**src/rtl/div8_seq_pkg.sv**
```systemverilog
// Shared definitions for the sequential restoring divider.
package div8_seq_pkg;

  localparam int DEFAULT_WIDTH = 8;

  typedef enum logic [1:0] {
    IDLE = 2'd0,
    RUN  = 2'd1,
    DONE = 2'd2
  } state_t;

endpackage

```
**src/rtl/div8_seq_ripple_sub.sv**
```systemverilog
// Ripple-borrow subtractor: diff = a - b, borrow_out set when a < b.
module ripple_sub #(
  parameter int W = 9
) (
  input  logic [W-1:0] a,
  input  logic [W-1:0] b,
  output logic [W-1:0] diff,
  output logic         borrow_out
);

  logic [W:0] w_borrow;

  assign w_borrow[0] = 1'b0;

  for (genvar i = 0; i < W; i++) begin : g_fs
    assign diff[i]       = a[i] ^ b[i] ^ w_borrow[i];
    assign w_borrow[i+1] = (~a[i] & b[i]) | (~(a[i] ^ b[i]) & w_borrow[i]);
  end

  assign borrow_out = w_borrow[W];

endmodule

```
**src/rtl/div8_seq.sv**
```systemverilog
// Sequential restoring divider, one quotient bit per clock, start/done handshake.
module div8_seq
  import div8_seq_pkg::*;
#(
  parameter int WIDTH = DEFAULT_WIDTH
) (
  input  logic             clk,
  input  logic             rst,
  input  logic             start,
  input  logic [WIDTH-1:0] dividend,
  input  logic [WIDTH-1:0] divisor,
  output logic             busy,
  output logic             done,
  output logic [WIDTH-1:0] quotient,
  output logic [WIDTH-1:0] remainder,
  output logic             div_by_zero
);

  localparam int CW = (WIDTH > 2) ? $clog2(WIDTH) : 1;

  state_t           r_state;
  logic [CW-1:0]    r_cnt;
  logic [WIDTH:0]   r_rem;
  logic [WIDTH-1:0] r_q;
  logic [WIDTH-1:0] r_divisor;
  logic             r_busy;
  logic             r_done;
  logic [WIDTH-1:0] r_quotient;
  logic [WIDTH-1:0] r_remainder;
  logic             r_dbz;

  logic [WIDTH:0]   w_t;
  logic [WIDTH:0]   w_diff;
  logic             w_borrow;
  logic [WIDTH:0]   w_rem_next;
  logic [WIDTH-1:0] w_q_next;
  logic             w_unused;

  // Partial remainder is always below the divisor, so its top bit never feeds the shift.
  assign w_t      = {r_rem[WIDTH-1:0], r_q[WIDTH-1]};
  assign w_unused = r_rem[WIDTH];

  ripple_sub #(.W(WIDTH + 1)) u_sub (
    .a          (w_t),
    .b          ({1'b0, r_divisor}),
    .diff       (w_diff),
    .borrow_out (w_borrow)
  );

  assign w_rem_next = w_borrow ? w_t : w_diff;
  assign w_q_next   = {r_q[WIDTH-2:0], ~w_borrow};

  always_ff @(posedge clk or posedge rst) begin
    if (rst) begin
      r_state     <= IDLE;
      r_cnt       <= '0;
      r_rem       <= '0;
      r_q         <= '0;
      r_divisor   <= '0;
      r_busy      <= 1'b0;
      r_done      <= 1'b0;
      r_quotient  <= '0;
      r_remainder <= '0;
      r_dbz       <= 1'b0;
    end else begin
      case (r_state)
        IDLE, DONE: begin
          r_done  <= 1'b0;
          r_busy  <= 1'b0;
          r_state <= IDLE;
          if (start) begin
            if (divisor != '0) begin
              r_rem     <= '0;
              r_q       <= dividend;
              r_divisor <= divisor;
              r_cnt     <= CW'(WIDTH - 1);
              r_busy    <= 1'b1;
              r_state   <= RUN;
            end else begin
              r_quotient  <= '1;
              r_remainder <= dividend;
              r_dbz       <= 1'b1;
              r_done      <= 1'b1;
              r_state     <= DONE;
            end
          end
        end
        RUN: begin
          r_q   <= w_q_next;
          r_rem <= w_rem_next;
          r_cnt <= r_cnt - 1'b1;
          if (r_cnt == '0) begin
            r_quotient  <= w_q_next;
            r_remainder <= w_rem_next[WIDTH-1:0];
            r_dbz       <= 1'b0;
            r_busy      <= 1'b0;
            r_done      <= 1'b1;
            r_state     <= DONE;
          end
        end
        default: begin
          r_state <= IDLE;
          r_busy  <= 1'b0;
          r_done  <= 1'b0;
        end
      endcase
    end
  end

  assign busy        = r_busy;
  assign done        = r_done;
  assign quotient    = r_quotient;
  assign remainder   = r_remainder;
  assign div_by_zero = r_dbz;

endmodule
```
**config.mk**
```make
export PLATFORM = sky130hd
export DESIGN_NAME = div8_seq
export DESIGN_NICKNAME = d
export VERILOG_FILES = /design/src/rtl/div8_seq_pkg.sv /design/src/rtl/div8_seq_ripple_sub.sv /design/src/rtl/div8_seq.sv
export SDC_FILE = /design/constraint.sdc
export NUM_CORES = 1
export LEC_CHECK = 0
export ABC_CLOCK_PERIOD_IN_PS = 6000
export CELL_PAD_IN_SITES_DETAIL_PLACEMENT = 0
export CELL_PAD_IN_SITES_GLOBAL_PLACEMENT = 1
export CORE_ASPECT_RATIO = 0.75
export CORE_MARGIN = 4
export CORE_UTILIZATION = 45
export CTS_BUF_LIST = sky130_fd_sc_hd__clkbuf_2 sky130_fd_sc_hd__clkbuf_4 sky130_fd_sc_hd__clkbuf_8
export CTS_CLUSTER_DIAMETER = 80
export CTS_CLUSTER_SIZE = 40
export DETAILED_ROUTE_END_ITERATION = 10
export PLACE_DENSITY = 0.86
export SLEW_MARGIN = 20
export SYNTH_ARGS = -nofsm -noshare
export SYNTH_HDL_FRONTEND = slang
export SYNTH_SLANG_ARGS = --single-unit
```
**constraint.sdc**
```tcl
create_clock -name clk -period 6 [get_ports clk]
set_input_delay 1.2 -clock clk [delete_from_list [all_inputs] [get_ports clk]]
set_output_delay 1.2 -clock clk [all_outputs]
set_load 0.01 [all_outputs]
```
After elaboration in Yosys (flattened, before gate mapping)
Index checks and enable logic that the tools add are counted.
{"block": "word_totals", "regBits": 48, "inputBits": 19, "output_inout_bits": 19, "elab_cells": 113}
{"block": "classes", "addsub": 1, "n_eq_ne": 6, "mux": 33, "bitwise_logic": 55, "reduce_logical": 8}
{"operator": "8-bit two-way mux", "count": 11}
{"operator": "8-bit one-hot mux with 2 select lines", "count": 4}
{"operator": "1-bit NOT", "count": 17}
{"operator": "1-bit bitwise AND", "count": 16}
{"operator": "1-bit bitwise XOR", "count": 15}
{"operator": "1-bit two-way mux", "count": 8}
{"operator": "2-bit inequality test (second input constant)", "count": 4}
{"operator": "8-bit nonzero test", "count": 1}
{"operator": "1-bit OR", "count": 7}
{"operator": "2-bit two-way mux", "count": 3}
{"operator": "3-bit two-way mux", "count": 2}
{"operator": "1-bit one-hot mux with 2 select lines", "count": 3}
{"operator": "3-bit one-hot mux with 2 select lines", "count": 1}
{"operator": "3-bit AND reduction", "count": 2}
{"operator": "2-bit one-hot mux with 2 select lines", "count": 1}
{"operator": "4-bit AND reduction", "count": 1}
{"operator": "3-bit zero test", "count": 1}
{"operator": "3-bit by 1-bit subtractor with 3-bit output (second input constant)", "count": 1}
{"operator": "2-bit by 1-bit equality test with 1-bit output (second input constant)", "count": 1}
{"operator": "2-bit equality test (second input constant)", "count": 1}
{"operator": "2-bit zero test", "count": 1}
{"operator": "2-bit nonzero test", "count": 1}
{"operator": "2-bit OR reduction", "count": 1}

Logic depth before layout (Yosys ltp)
Gate-level depths: netlist of run 1.
{"block": "depth", "ltp_word": 20, "ltp_mapped": 14}

Modules after synthesis
From an unflattened synthesis of run 1, not the netlist that was laid out.
{"block": "unflattened", "hier_cells": 232, "area_unflattened_um2": 2349.8}
{"module": "div8_seq", "instances": 1, "cells_per_inst": 203, "area_each_um2": 2102.0}
{"module": "ripple_sub", "instances": 1, "cells_per_inst": 29, "area_each_um2": 247.7}

Worst setup path before layout of run 1
No wires, ideal clock.
{"block": "synth_path", "path_type": "flip-flop to flip-flop", "startpoint": "reg r_q[7]", "endpoint": "reg r_remainder[7], in the netlist remainder[7]", "arrival_time_ns": 3.992, "setup_slack_ns": 1.887, "stages_incl_launch_ff": 15, "period_less_slack_ns": 4.113, "path_cell_list": "dfrtp_1 > inv_1 > ha_1 > fa_1 > fa_1 > fa_1 > fa_1 > fa_1 > fa_1 > fa_1 > nand2b_1 > clkbuf_1 > a211oi_1 > a21oi_1 > a21oi_2"}
{"block": "synth_via", "elab_chain_len": 20, "elab_cells_between_ends": 21}
{"item": "from (decl)", "line": "div8_seq.sv:24", "source": "logic [WIDTH-1:0] r_q;"}
{"item": "from (signal assigned)", "line": "div8_seq.sv:74", "source": "r_q <= dividend;"}
{"item": "from (signal assigned)", "line": "div8_seq.sv:89", "source": "r_q <= w_q_next;"}
{"item": "1-bit NOT *", "line": "div8_seq_ripple_sub.sv:17", "source": "assign w_borrow[i+1] = (~a[i] & b[i]) | (~(a[i] ^ b[i]) & w_borrow[i]);"}
{"item": "1-bit bitwise AND * (2 in series)", "line": "div8_seq_ripple_sub.sv:17"}
{"item": "1-bit OR *", "line": "div8_seq_ripple_sub.sv:17"}
{"item": "1-bit bitwise AND *", "line": "div8_seq_ripple_sub.sv:17"}
{"item": "1-bit OR *", "line": "div8_seq_ripple_sub.sv:17"}
{"item": "1-bit bitwise AND *", "line": "div8_seq_ripple_sub.sv:17"}
{"item": "1-bit OR *", "line": "div8_seq_ripple_sub.sv:17"}
{"item": "1-bit bitwise AND *", "line": "div8_seq_ripple_sub.sv:17"}
{"item": "[3 not listed]"}
{"item": "1-bit bitwise AND *", "line": "div8_seq_ripple_sub.sv:17"}
{"item": "1-bit OR *", "line": "div8_seq_ripple_sub.sv:17"}
{"item": "1-bit bitwise AND", "line": "div8_seq_ripple_sub.sv:17"}
{"item": "1-bit OR", "line": "div8_seq_ripple_sub.sv:17"}
{"item": "1-bit bitwise AND", "line": "div8_seq_ripple_sub.sv:17"}
{"item": "8-bit two-way mux *", "line": "div8_seq.sv:50", "source": "assign w_rem_next = w_borrow ? w_t : w_diff;"}
{"item": "8-bit two-way mux *", "line": "div8_seq.sv:92", "source": "if (r_cnt == '0) begin"}
{"item": "8-bit one-hot mux with 2 select lines *", "line": "div8_seq.sv:66", "source": "case (r_state)"}
{"item": "to (signal assigned)", "line": "div8_seq.sv:81", "source": "r_remainder <= dividend;"}
{"item": "to (signal assigned)", "line": "div8_seq.sv:94", "source": "r_remainder <= w_rem_next[WIDTH-1:0];"}
{"item": "to (decl)", "line": "div8_seq.sv:29", "source": "logic [WIDTH-1:0] r_remainder;"}
Mark *: on every way between the ends. The rest lies on a longest branch, timed or not. The select of a mux whose other input is x is not followed.
A chain may end at the register's enable or synchronous reset.

Final worst setup path of run 1
{"block": "layout_path", "startpoint": "reg r_q[7]", "endpoint": "reg r_remainder[3], in the netlist remainder[3]"}
{"block": "layout_via", "elab_chain_len": 20, "elab_cells_between_ends": 21}
{"item": "1-bit NOT *", "line": "div8_seq_ripple_sub.sv:17"}
{"item": "1-bit bitwise AND * (2 in series)", "line": "div8_seq_ripple_sub.sv:17"}
{"item": "1-bit OR *", "line": "div8_seq_ripple_sub.sv:17"}
{"item": "1-bit bitwise AND *", "line": "div8_seq_ripple_sub.sv:17"}
{"item": "1-bit OR *", "line": "div8_seq_ripple_sub.sv:17"}
{"item": "1-bit bitwise AND", "line": "div8_seq_ripple_sub.sv:17"}
{"item": "1-bit OR", "line": "div8_seq_ripple_sub.sv:17"}
{"item": "1-bit bitwise AND", "line": "div8_seq_ripple_sub.sv:17"}
{"item": "[3 not listed]"}
{"item": "1-bit bitwise AND", "line": "div8_seq_ripple_sub.sv:17"}
{"item": "1-bit OR", "line": "div8_seq_ripple_sub.sv:17"}
{"item": "1-bit bitwise AND", "line": "div8_seq_ripple_sub.sv:17"}
{"item": "1-bit OR", "line": "div8_seq_ripple_sub.sv:17"}
{"item": "1-bit bitwise AND", "line": "div8_seq_ripple_sub.sv:17"}
{"item": "8-bit two-way mux *", "line": "div8_seq.sv:50"}
{"item": "8-bit two-way mux *", "line": "div8_seq.sv:92"}
{"item": "8-bit one-hot mux with 2 select lines *", "line": "div8_seq.sv:66"}
Marked as above.

==> summary.txt, run 1 <==
Run status
  – Status: finished, final reports clean

Setup path
  – WP data required: just over 6 ns
  – Critical path's most frequent cell: fa_1
  – Slowest CP cell: fa_1
  – Max incr delay on CP: roughly 0.50 ns
  – Crit-path max FO: 11
  – Crit-path leading delay family: adder cells
  – CP endpoint kind: register
  – Worst EP arrival: ~4.5 ns
  – WS Path Type: reg2reg
  – Critical-path cell list: inv_1, ha_1, fa_1, fa_1, fa_1, fa_1, fa_1, fa_1, fa_1, nand2b_1, a211oi_1, a21oi_1, o21ai_1
  – Buf+Inv Stages, Crit Path: 1
  – Worst setup SP type: register

Global routing
  – First-pass GRT wire length: 7970 µm
  – Total grt overflow: 0
  – Initial antenna violation count: 0
  – Largest net degree at the start of global routing: 48
  – Total Routing Usage GR: 0.165
  – Vias in the first global route: 1601

Place
  – Placed insts: approximately 280
  – Port Buffers: 37
  – Dpl hpwl: 3340 µm
  – Gpl congestion: 0.847
  – Cell Area, Placed: 2620 µm²
  – Worst slack at placement: 1.62 ns

Clock tree
  – CTS Hold Bufs: 0
  – Maximum clock path buffer count: 2
  – H-tree depth: 2
  – CTS Root Cell: clkbuf_8
  – Setup bufs post-CTS: 0
  – Resize count post-CTS: 0
  – Num CTS Buffers: 5
  – Clk sinks: 47
  – CTS tree: yes
  – Clock Pin Slew Worst Setup and Hold Paths: around 0.09 ns
  – Skew-Pair Late Insertion Delay: 0.30 ns

Die
  – Die area: 6180 µm²
  – Die Wd: 89.5 µm
  – # IOs: 38
  – Core Box Area: 4620 µm²
  – Starting density of the core: 0.484
  – Die H: 69.1 µm
  – Rows: 21

Synth
  – XOR/XNOR share of the synthesized area: 0
  – Synth area leaders: dfrtp_1 (53%), fa_1 (6.3%), mux2_4 (4.0%)
  – Syn_area_per_cell: 11.7 µm²
  – Synth unique cells: 33
  – Mapped Nets: 220
  – Largest family of logic cells by synthesized area: compound AO/OA/AOI/OAI gates
  – FFs w/ async S/R, synth: 1.00
  – Top_reg_cell synth: dfrtp_1
  – Post-synthesis compound-gate area fraction: 0.164
  – Top-area cell type share of the netlist area: 0.525
  – Post-synth EDFFs: 0
  – Sequential element share of the synthesized area: 0.525
  – Cell taking the most area after synthesis: dfrtp_1
  – Synth warnings: 0
  – Simple-gate portion of the synthesized area: 0.0911
  – Seq cells post-synth: 47
  – Mux contribution to synthesized area: 0.0860
  – Post-synthesis adder-cell area fraction: 0.0793
  – Post-synthesis cell count: 191
  – Mapped Area: ~2200 µm²

Route
  – DR DRC count: 0
  – Detailed-route wire length: roughly 4600 µm
  – DR vias/cell: approximately 5.4
  – DR WL/cell: 16.2 µm
  – DR iter-0 viols: 85
  – Pre-Repair DR Iteration Count: 4
  – Detail Route Antenna Nets: 0
  – Vias: 1525

STA
  – Post-route worst setup slack: about 1.6 ns
  – Ratio of final minimum period to clock period: 0.730
  – Fin crit period: 4.38 ns
  – Hold Violations, Final: 0
  – Skew final: 0.00556 ns
  – RSZ-0062 raised after global routing: false
  – Worst-margin pin slew: around 0.80 ns
  – Worst hold slack: 0.483 ns
  – Final TNS setup: 0 ns
  – Max Freq: 228 MHz
  – Final setup fails: 0
  – Worst slew margin: 0.469
  – Pins Over Slew Limit: 0

Finish
  – Net count, final: 255
  – Non-filler cells, final: between 200 and 300
  – Commonest non-fill, non-tap cell in the layout: dfrtp_1
  – Area growth from synthesis to layout: 22.5%
  – Share of post-route cells with drive strength above 1: 0.0925
  – Cell area after layout: 2740 µm²
  – Post-layout util: 0.593
  – Fillers: 402
  – N_diodes: 0
  – Most frequent cells in the layout: dfrtp_1 (47), clkdlybuf4s50_1 (37), a21oi_1 (17), nor2_1 (11), inv_1 (11)

Power
  – PnR Total Power: roughly 1.7 mW
  – Comb pwr share: 0.504
  – Leakage: 1.20 nW
  – Net switching power: 0.641 mW
  – Clock power frac: 0.144
  – Power Density: 608 nW/µm²
  – Switching portion of total power: 0.385
  – Worst vdd ir: 0.255 mV
  – Internal power: 1.03 mW
  – Reg power frac: 0.352

Job
  – Max Cap Viol: 0

Worst hold path
  – Hold crit path type: reg2reg
==> cells by family after synthesis <==
group / count (synthesis)
simple gates: 38
buf+inv: 24
compound gates: 56
mux: 16
fa+ha+maj: 10
flops: 47
==> Yosys cell counts (2+ instances only) <==
cell type  instances
mux2_1             2
dfrtp_1           47
ha_1               3
fa_1               7
o22a_1             8
mux2i_1            8
nor2_1            11
nand2_1            8
inv_1             12
a21oi_1           17
o21ai_1           10
mux2_4             6
nand2b_1           4
a211oi_1           7
a21o_1             8
buf_6              4
clkbuf_1           6
nor3b_1            7
o31ai_1            2
==> routing by layer <==
layer | up-vias | track usage | share of wire
met4 | 0 | 0.0380 | 0.010
met3 | 7 | 0.0488 | 0.060
met2 | 44 | 0.214 | 0.41
met1 | 736 | 0.266 | 0.52
met5 | - | 0 | 0
li1 | 738 | - | -
==> path summary, 6_finish.rpt <==
kind	start	cells past startpoint	slack [ns]	to
max in group asynchronous	rst	2	4.18	quotient[7]$_DFFE_PP0P_
worst min register to register	r_cnt[0]$_DFFE_PP0P_	1	0.48	r_cnt[0]$_DFFE_PP0P_
min in group asynchronous	rst	2	1.35	r_divisor[4]$_DFFE_PP0P_
worst min-delay path	r_cnt[0]$_DFFE_PP0P_	1	0.48	r_cnt[0]$_DFFE_PP0P_
worst max-delay path	r_q[7]$_DFFE_PP0P_	13	1.62	remainder[3]$_DFFE_PP0P_
worst max register to register	r_q[7]$_DFFE_PP0P_	13	1.62	remainder[3]$_DFFE_PP0P_
==> layout make-up <==
type,instances,area [µm²],area share
tap,57,71.3,0.0260
inverter,13,50.0,0.0182
timing repair buffer,39,385,0.141
multi-input combinational,120,942,0.344
sequential,47,1180,0.429
clock buffer,6,82.6,0.0301
clock inverter,2,35.0,0.0128
==> flip-flops by register name (all words and copies together), names as in the netlist <==
name         flops
busy             1
div_by_zero      1
quotient         8
r_cnt            3
r_divisor        8
r_q              8
r_rem            8
r_state          2
remainder        8
==> power groups by stage <==
stage,clock [mW],sequential (mW),combinational [mW]
global route,0.259,0.609,0.951
global placement,0,0.590,0.844
floorplan,0,0.585,0.586
finish,0.240,0.587,0.839
detailed placement,0,0.592,0.846
CTS,0.245,0.587,0.847
Note: power is estimated with default switching activity, not from simulation.
==> run 2: changes to the inputs <==
--- a/config.mk
+++ b/config.mk
@@ -5,17 +5,17 @@
 export SDC_FILE = /design/constraint.sdc
 export NUM_CORES = 1
 export LEC_CHECK = 0
-export ABC_CLOCK_PERIOD_IN_PS = 6000
+export ABC_CLOCK_PERIOD_IN_PS = 4200
 export CELL_PAD_IN_SITES_DETAIL_PLACEMENT = 0
 export CELL_PAD_IN_SITES_GLOBAL_PLACEMENT = 1
 export CORE_ASPECT_RATIO = 0.75
 export CORE_MARGIN = 4
-export CORE_UTILIZATION = 45
+export CORE_UTILIZATION = 43
 export CTS_BUF_LIST = sky130_fd_sc_hd__clkbuf_2 sky130_fd_sc_hd__clkbuf_4 sky130_fd_sc_hd__clkbuf_8
 export CTS_CLUSTER_DIAMETER = 80
 export CTS_CLUSTER_SIZE = 40
 export DETAILED_ROUTE_END_ITERATION = 10
-export PLACE_DENSITY = 0.86
+export PLACE_DENSITY = 0.83
 export SLEW_MARGIN = 20
 export SYNTH_ARGS = -nofsm -noshare
 export SYNTH_HDL_FRONTEND = slang
==> constraint.sdc (replaced) <==
create_clock -name clk -period 4.2 [get_ports clk]
set_input_delay 0.84 -clock clk [delete_from_list [all_inputs] [get_ports clk]]
set_output_delay 0.84 -clock clk [all_outputs]
set_load 0.01 [all_outputs]
==> summary.txt, run 2 (synthesized netlist as in run 1, its figures left out) <==
Run status
  – Status: finished, final reports clean

Clock tree
  – Clock Pin Slew Worst Setup and Hold Paths: 0.09 ns
  – Num CTS Buffers: 5
  – Skew-Pair Late Insertion Delay: about 0.30 ns
  – H-tree depth: 2
  – CTS Root Cell: clkbuf_8
  – Maximum clock path buffer count: 2
  – CTS Hold Bufs: 0
  – Clk sinks: 47
  – CTS tree: yes

Route
  – Detail Route Antenna Nets: 0
  – Detailed-route wire length: 4830 µm
  – DR iter-0 viols: 59
  – DR WL/cell: 16.5 µm
  – DR vias/cell: 5.32
  – DR DRC count: 0
  – Pre-Repair DR Iteration Count: 4
  – Vias: 1559

STA
  – Ratio of final minimum period to clock period: 0.971
  – Worst slew margin: 0.453
  – Worst hold slack: 0.494 ns
  – Fin crit period: slightly above 4 ns
  – Pins Over Slew Limit: 0
  – Skew final: about 0.0070 ns
  – Hold Violations, Final: 0
  – RSZ-0062 raised after global routing: false
  – Max Freq: 245 MHz
  – Final TNS setup: 0 ns
  – Worst-margin pin slew: 0.820 ns
  – Final setup fails: 0

Finish
  – Multi-input logic area: 982 µm²
  – Seq. cell area: between 1000 and 1500 µm²
  – Fillers: 435
  – Commonest non-fill, non-tap cell in the layout: dfrtp_1
  – Net count, final: 261
  – Non-filler cells, final: 293
  – N_diodes: 0
  – Cell area after layout: around 2800 µm²
  – Area growth from synthesis to layout: 26.4%
  – Most frequent cells in the layout: dfrtp_1 (47), clkdlybuf4s50_1 (37), a21oi_1 (17), nor2_1 (11), inv_1 (11)
  – Share of post-route cells with drive strength above 1: 0.155

Setup path
  – CP endpoint kind: register
  – Worst R2R Start: r_q[7]$_DFFE_PP0P_
  – Crit path launch: r_q[7]$_DFFE_PP0P_
  – Slowest CP cell: fa_2
  – WS Path Type: reg2reg
  – Critical path's most frequent cell: fa_1
  – Worst EP arrival: 4.30 ns
  – Worst setup SP type: register
  – Cells on worst reg2reg path: 14
  – WP data required: 4.43 ns
  – Max incr delay on CP: 0.42 ns
  – Critical-path cell list: inv_1, ha_1, fa_1, fa_1, fa_1, fa_1, fa_2, fa_2, fa_2, nor3b_1, a211oi_1, buf_4, a21oi_1, o21ai_1
  – Critical Path End: remainder[0]$_DFFE_PP0P_
  – R2r endpoint: remainder[0]$_DFFE_PP0P_
  – FF-to-FF setup slack: 0.12 ns
  – Crit-path max FO: 8

Place
  – Placed insts: ~290
  – Gpl congestion: 0.831
  – Cell Area, Placed: between 2000 and 3000 µm²
  – Port Buffers: 37
  – Dpl hpwl: between 3000 and 4000 µm

Die
  – Die H: between 70 and 80 µm
  – Rows: 22
  – Die Wd: 91.3 µm
  – # IOs: 38
  – Core Box Area: 4950 µm²
  – Die area: around 6400 µm²
  – Starting density of the core: 0.452

Global routing
  – Largest net degree at the start of global routing: 48
  – Initial antenna violation count: 0
  – Vias in the first global route: between 1500 and 2000
  – Total Routing Usage GR: 0.159
  – First-pass GRT wire length: 8050 µm
  – Total grt overflow: 0

Worst hold path
  – Hold-critical path depth: 2
  – Hold crit path type: reg2reg

Power
  – Power Density: 910 nW/µm²
  – Leakage: about 1.2 nW
  – Worst vdd ir: 0.492 mV

Job
  – Max Cap Viol: 0
-- run 2: cell count changes in the layout (fill, tap and decap cells not counted), moves of 3 or more --
cell / change
a211oi_1: -5
a211oi_2: +5
fa_2: +3
fa_1: -3
buf_4: +6
-- run 2: repair_timing --
item / 4_1_cts / 5_1_grt
endpoints found under the hold margin: 0 / 0
setup buffers: 0 / 0
resized for setup: 4 / 5
pin swaps: 2 / 2
setup endpoints to repair: 9 / 8
-- run 2: critical path, delay by kind of cell (launching register included) --
| family | cells | cell delay [ns] |
|---|---|---|
| adder cells (fa/ha/maj) | 8 | 2.87 |
| AO/OA/AOI/OAI | 3 | 0.37 |
| flip-flops | 1 | 0.36 |
| buffers and inverters | 2 | 0.22 |
| AND/OR/NAND/NOR | 1 | 0.18 |
-- run 2: worst min path at each step --
stage / start / to
after floorplan: r_cnt[0]$_DFFE_PP0P_ / r_cnt[0]$_DFFE_PP0P_
after global placement: r_cnt[0]$_DFFE_PP0P_ / r_cnt[0]$_DFFE_PP0P_
after detailed placement: quotient[3]$_DFFE_PP0P_ / quotient[3]$_DFFE_PP0P_
after CTS: r_cnt[0]$_DFFE_PP0P_ / r_cnt[0]$_DFFE_PP0P_
after global routing: quotient[3]$_DFFE_PP0P_ / quotient[3]$_DFFE_PP0P_
final: remainder[2]$_DFFE_PP0P_ / remainder[2]$_DFFE_PP0P_
-- run 2: where the power goes --
group | internal (mW) | switching (mW) | total (mW)
Combinational | 0.719 | 0.677 | 1.40
Clock | 0.193 | 0.153 | 0.345
Sequential | 0.677 | 0.159 | 0.836
-- run 2: per-layer routing --
layer / global-route usage / part of all wire / up-vias
li1: - / - / 744
met1: 0.247 / 0.52 / 773
met2: 0.220 / 0.43 / 33
met3: 0.0366 / 0.035 / 9
met4: 0.0452 / 0.015 / 0
met5: 0 / 0 / -
-- run 2: metrics by stage --
step           total power [mW]  setup slack [ns]  utilization
2_1_floorplan              1.67            0.0869            -
3_3_place_gp               2.12           -0.0151        0.539
3_5_place_dp               2.15           -0.0772        0.539
4_1_cts                    2.54           0.00757        0.566
5_1_grt                    2.78           0.00657        0.571
6_report                   2.58             0.123        0.571
-- run 2: final cells by class --
cell class	instances	share of cell area
tap	60	0.0265
multi-input combinational	120	0.347
inverter	13	0.0177
clock inverter	2	0.0124
clock buffer	6	0.0292
sequential	47	0.415
timing repair buffer	45	0.152
==> run 3: changes to the inputs <==
--- a/config.mk
+++ b/config.mk
@@ -13,10 +13,8 @@
 export CORE_UTILIZATION = 43
 export CTS_BUF_LIST = sky130_fd_sc_hd__clkbuf_2 sky130_fd_sc_hd__clkbuf_4 sky130_fd_sc_hd__clkbuf_8
 export CTS_CLUSTER_DIAMETER = 80
-export CTS_CLUSTER_SIZE = 40
 export DETAILED_ROUTE_END_ITERATION = 10
 export PLACE_DENSITY = 0.83
-export SLEW_MARGIN = 20
 export SYNTH_ARGS = -nofsm -noshare
 export SYNTH_HDL_FRONTEND = slang
 export SYNTH_SLANG_ARGS = --single-unit
==> summary.txt, run 3 (synthesized netlist as in run 1, its figures left out) <==
Setup path
  – Buf+Inv Stages, Crit Path: 2
  – WP data required: roughly 4.4 ns
  – Critical path's most frequent cell: fa_1
  – Worst R2R Start: r_q[7]$_DFFE_PP0P_
  – Crit-path max FO: 8
  – Crit-path leading delay family: adder cells
  – Crit path launch: r_q[7]$_DFFE_PP0P_
  – WS Path Type: reg2reg
  – Critical-path cell list: inv_1, ha_1, fa_1, fa_1, fa_1, fa_1, fa_2, fa_2, fa_2, nor3b_1, a211oi_1, buf_4, a21oi_1, o21ai_1
  – Slowest CP cell: fa_2
  – Max incr delay on CP: 0.42 ns
  – Worst setup SP type: register
  – CP endpoint kind: register
  – Worst EP arrival: 4.30 ns

Route
  – DR DRC count: 0
  – DR iter-0 viols: 59
  – Detail Route Antenna Nets: 0
  – Pre-Repair DR Iteration Count: 4
  – DR vias/cell: 5.32
  – Detailed-route wire length: 4830 µm
  – Vias: 1559
  – DR WL/cell: 16.5 µm

Clock tree
  – CTS Hold Bufs: 0
  – Skew-Pair Late Insertion Delay: 0.30 ns
  – Clock Pin Slew Worst Setup and Hold Paths: 0.09 ns
  – CTS tree: yes
  – H-tree depth: 2
  – Maximum clock path buffer count: 2
  – Setup bufs post-CTS: 0
  – Num CTS Buffers: 5
  – Clk sinks: between 40 and 50
  – CTS Root Cell: clkbuf_8

Finish
  – Post-layout util: 0.571
  – Multi-input logic area: 982 µm²
  – Area growth from synthesis to layout: 26.4%
  – Net count, final: 261
  – Non-filler cells, final: 293
  – Fillers: between 400 and 500
  – Share of post-route cells with drive strength above 1: 0.155
  – N_diodes: 0
  – Most frequent cells in the layout: dfrtp_1 (47), clkdlybuf4s50_1 (37), a21oi_1 (17), nor2_1 (11), inv_1 (11)
  – Seq. cell area: 1180 µm²
  – Commonest non-fill, non-tap cell in the layout: dfrtp_1

STA
  – Ratio of final minimum period to clock period: 0.970
  – Max Freq: 245 MHz
  – Worst slew margin: 0.347
  – Fin crit period: 4.07 ns
  – Final setup fails: 0
  – Skew final: between 0.007 and 0.008 ns
  – Hold Violations, Final: 0
  – Pins Over Slew Limit: 0
  – RSZ-0062 raised after global routing: false
  – Worst-margin pin slew: 0.978 ns
  – Worst hold slack: approximately 0.5 ns

Power
  – PnR Total Power: 2.58 mW
  – Power Density: 911 nW/µm²
  – Worst vdd ir: slightly below 0.5 mV
  – Leakage: around 1.2 nW

Worst hold path
  – Hold path startpoint: remainder[2]$_DFFE_PP0P_
  – Hold crit path type: reg2reg

Die
  – # IOs: 38
  – Starting density of the core: 0.452
  – Rows: 22
  – Core Box Area: between 4000 and 5000 µm²
  – Die H: 70.5 µm
  – Die Wd: 91.3 µm
  – Die area: 6440 µm²

Place
  – Port Buffers: 37
  – Dpl hpwl: between 3000 and 4000 µm
  – Placed insts: 285
  – Gpl congestion: 0.831

Global routing
  – First-pass GRT wire length: 8050 µm
  – Initial antenna violation count: 0
  – Total Routing Usage GR: 0.159
  – Total grt overflow: 0
  – Vias in the first global route: 1595
  – Largest net degree at the start of global routing: 48

Run status
  – Status: finished, final reports clean

Job
  – Max Cap Viol: 0
-- run 3: cell types whose count changed in the layout (fill, tap and decap cells not counted), sizes merged --
| cell | change |
|---|---|
| inv | +1 |
| clkinv | -1 |
-- run 3: metrics by stage --
step	TNS, ns	setup slack (ns)	instance area (µm²)
after floorplan	0	0.0869	2240
after global placement	-0.0151	-0.0151	2670
after detailed placement	-0.237	-0.0772	2670
after CTS	0	0.00757	2810
after global routing	0	0.00657	2830
final	0	0.125	2830
-- run 3: layout make-up --
type,count,area share
Clock buffer,6,0.0292
Tap cell,60,0.0265
Inverter,13,0.0172
Sequential cell,47,0.416
Timing Repair Buffer,45,0.152
Clock inverter,2,0.0124
Multi-Input combinational cell,120,0.347
-- run 3: what timing repair did --
action / 4_1_cts / 5_1_grt
endpoints found under the setup margin: 9 / 8
pin swaps: 2 / 2
gates resized for setup: 4 / 5
-- run 3: path summary, 6_finish.rpt --
path	endpoint	slack, ns	depth (start not counted)
min in group asynchronous	r_cnt[2]$_DFFE_PP0P_	1.08	2
max in group asynchronous	r_rem[7]$_DFFE_PP0P_	2.50	2
setup / recovery	remainder[0]$_DFFE_PP0P_	0.13	14
hold / removal	remainder[2]$_DFFE_PP0P_	0.49	2
hold reg to reg	remainder[2]$_DFFE_PP0P_	0.49	2
setup reg to reg	remainder[0]$_DFFE_PP0P_	0.13	14
-- run 3: report_power, final --
| part | leakage (nW) | internal [mW] | switching, mW |
|---|---|---|---|
| sequential | 0.544 | 0.677 | 0.159 |
| clock | 0.0612 | 0.193 | 0.153 |
| combinational | 0.628 | 0.718 | 0.678 |
| total | 1.23 | 1.59 | 0.989 |
-- run 3: layer usage --
metal,up-vias,share of wire,track usage
li1,744,-,-
met1,773,0.52,0.247
met2,33,0.43,0.220
met3,9,0.035,0.0366
met4,0,0.015,0.0452
met5,-,0,0
-- run 3: worst min-delay path, stage by stage (launching register included) --
cell and delay (ns):
dfrtp_1 0.35, nand2_1 0.05, o21ai_1 0.06
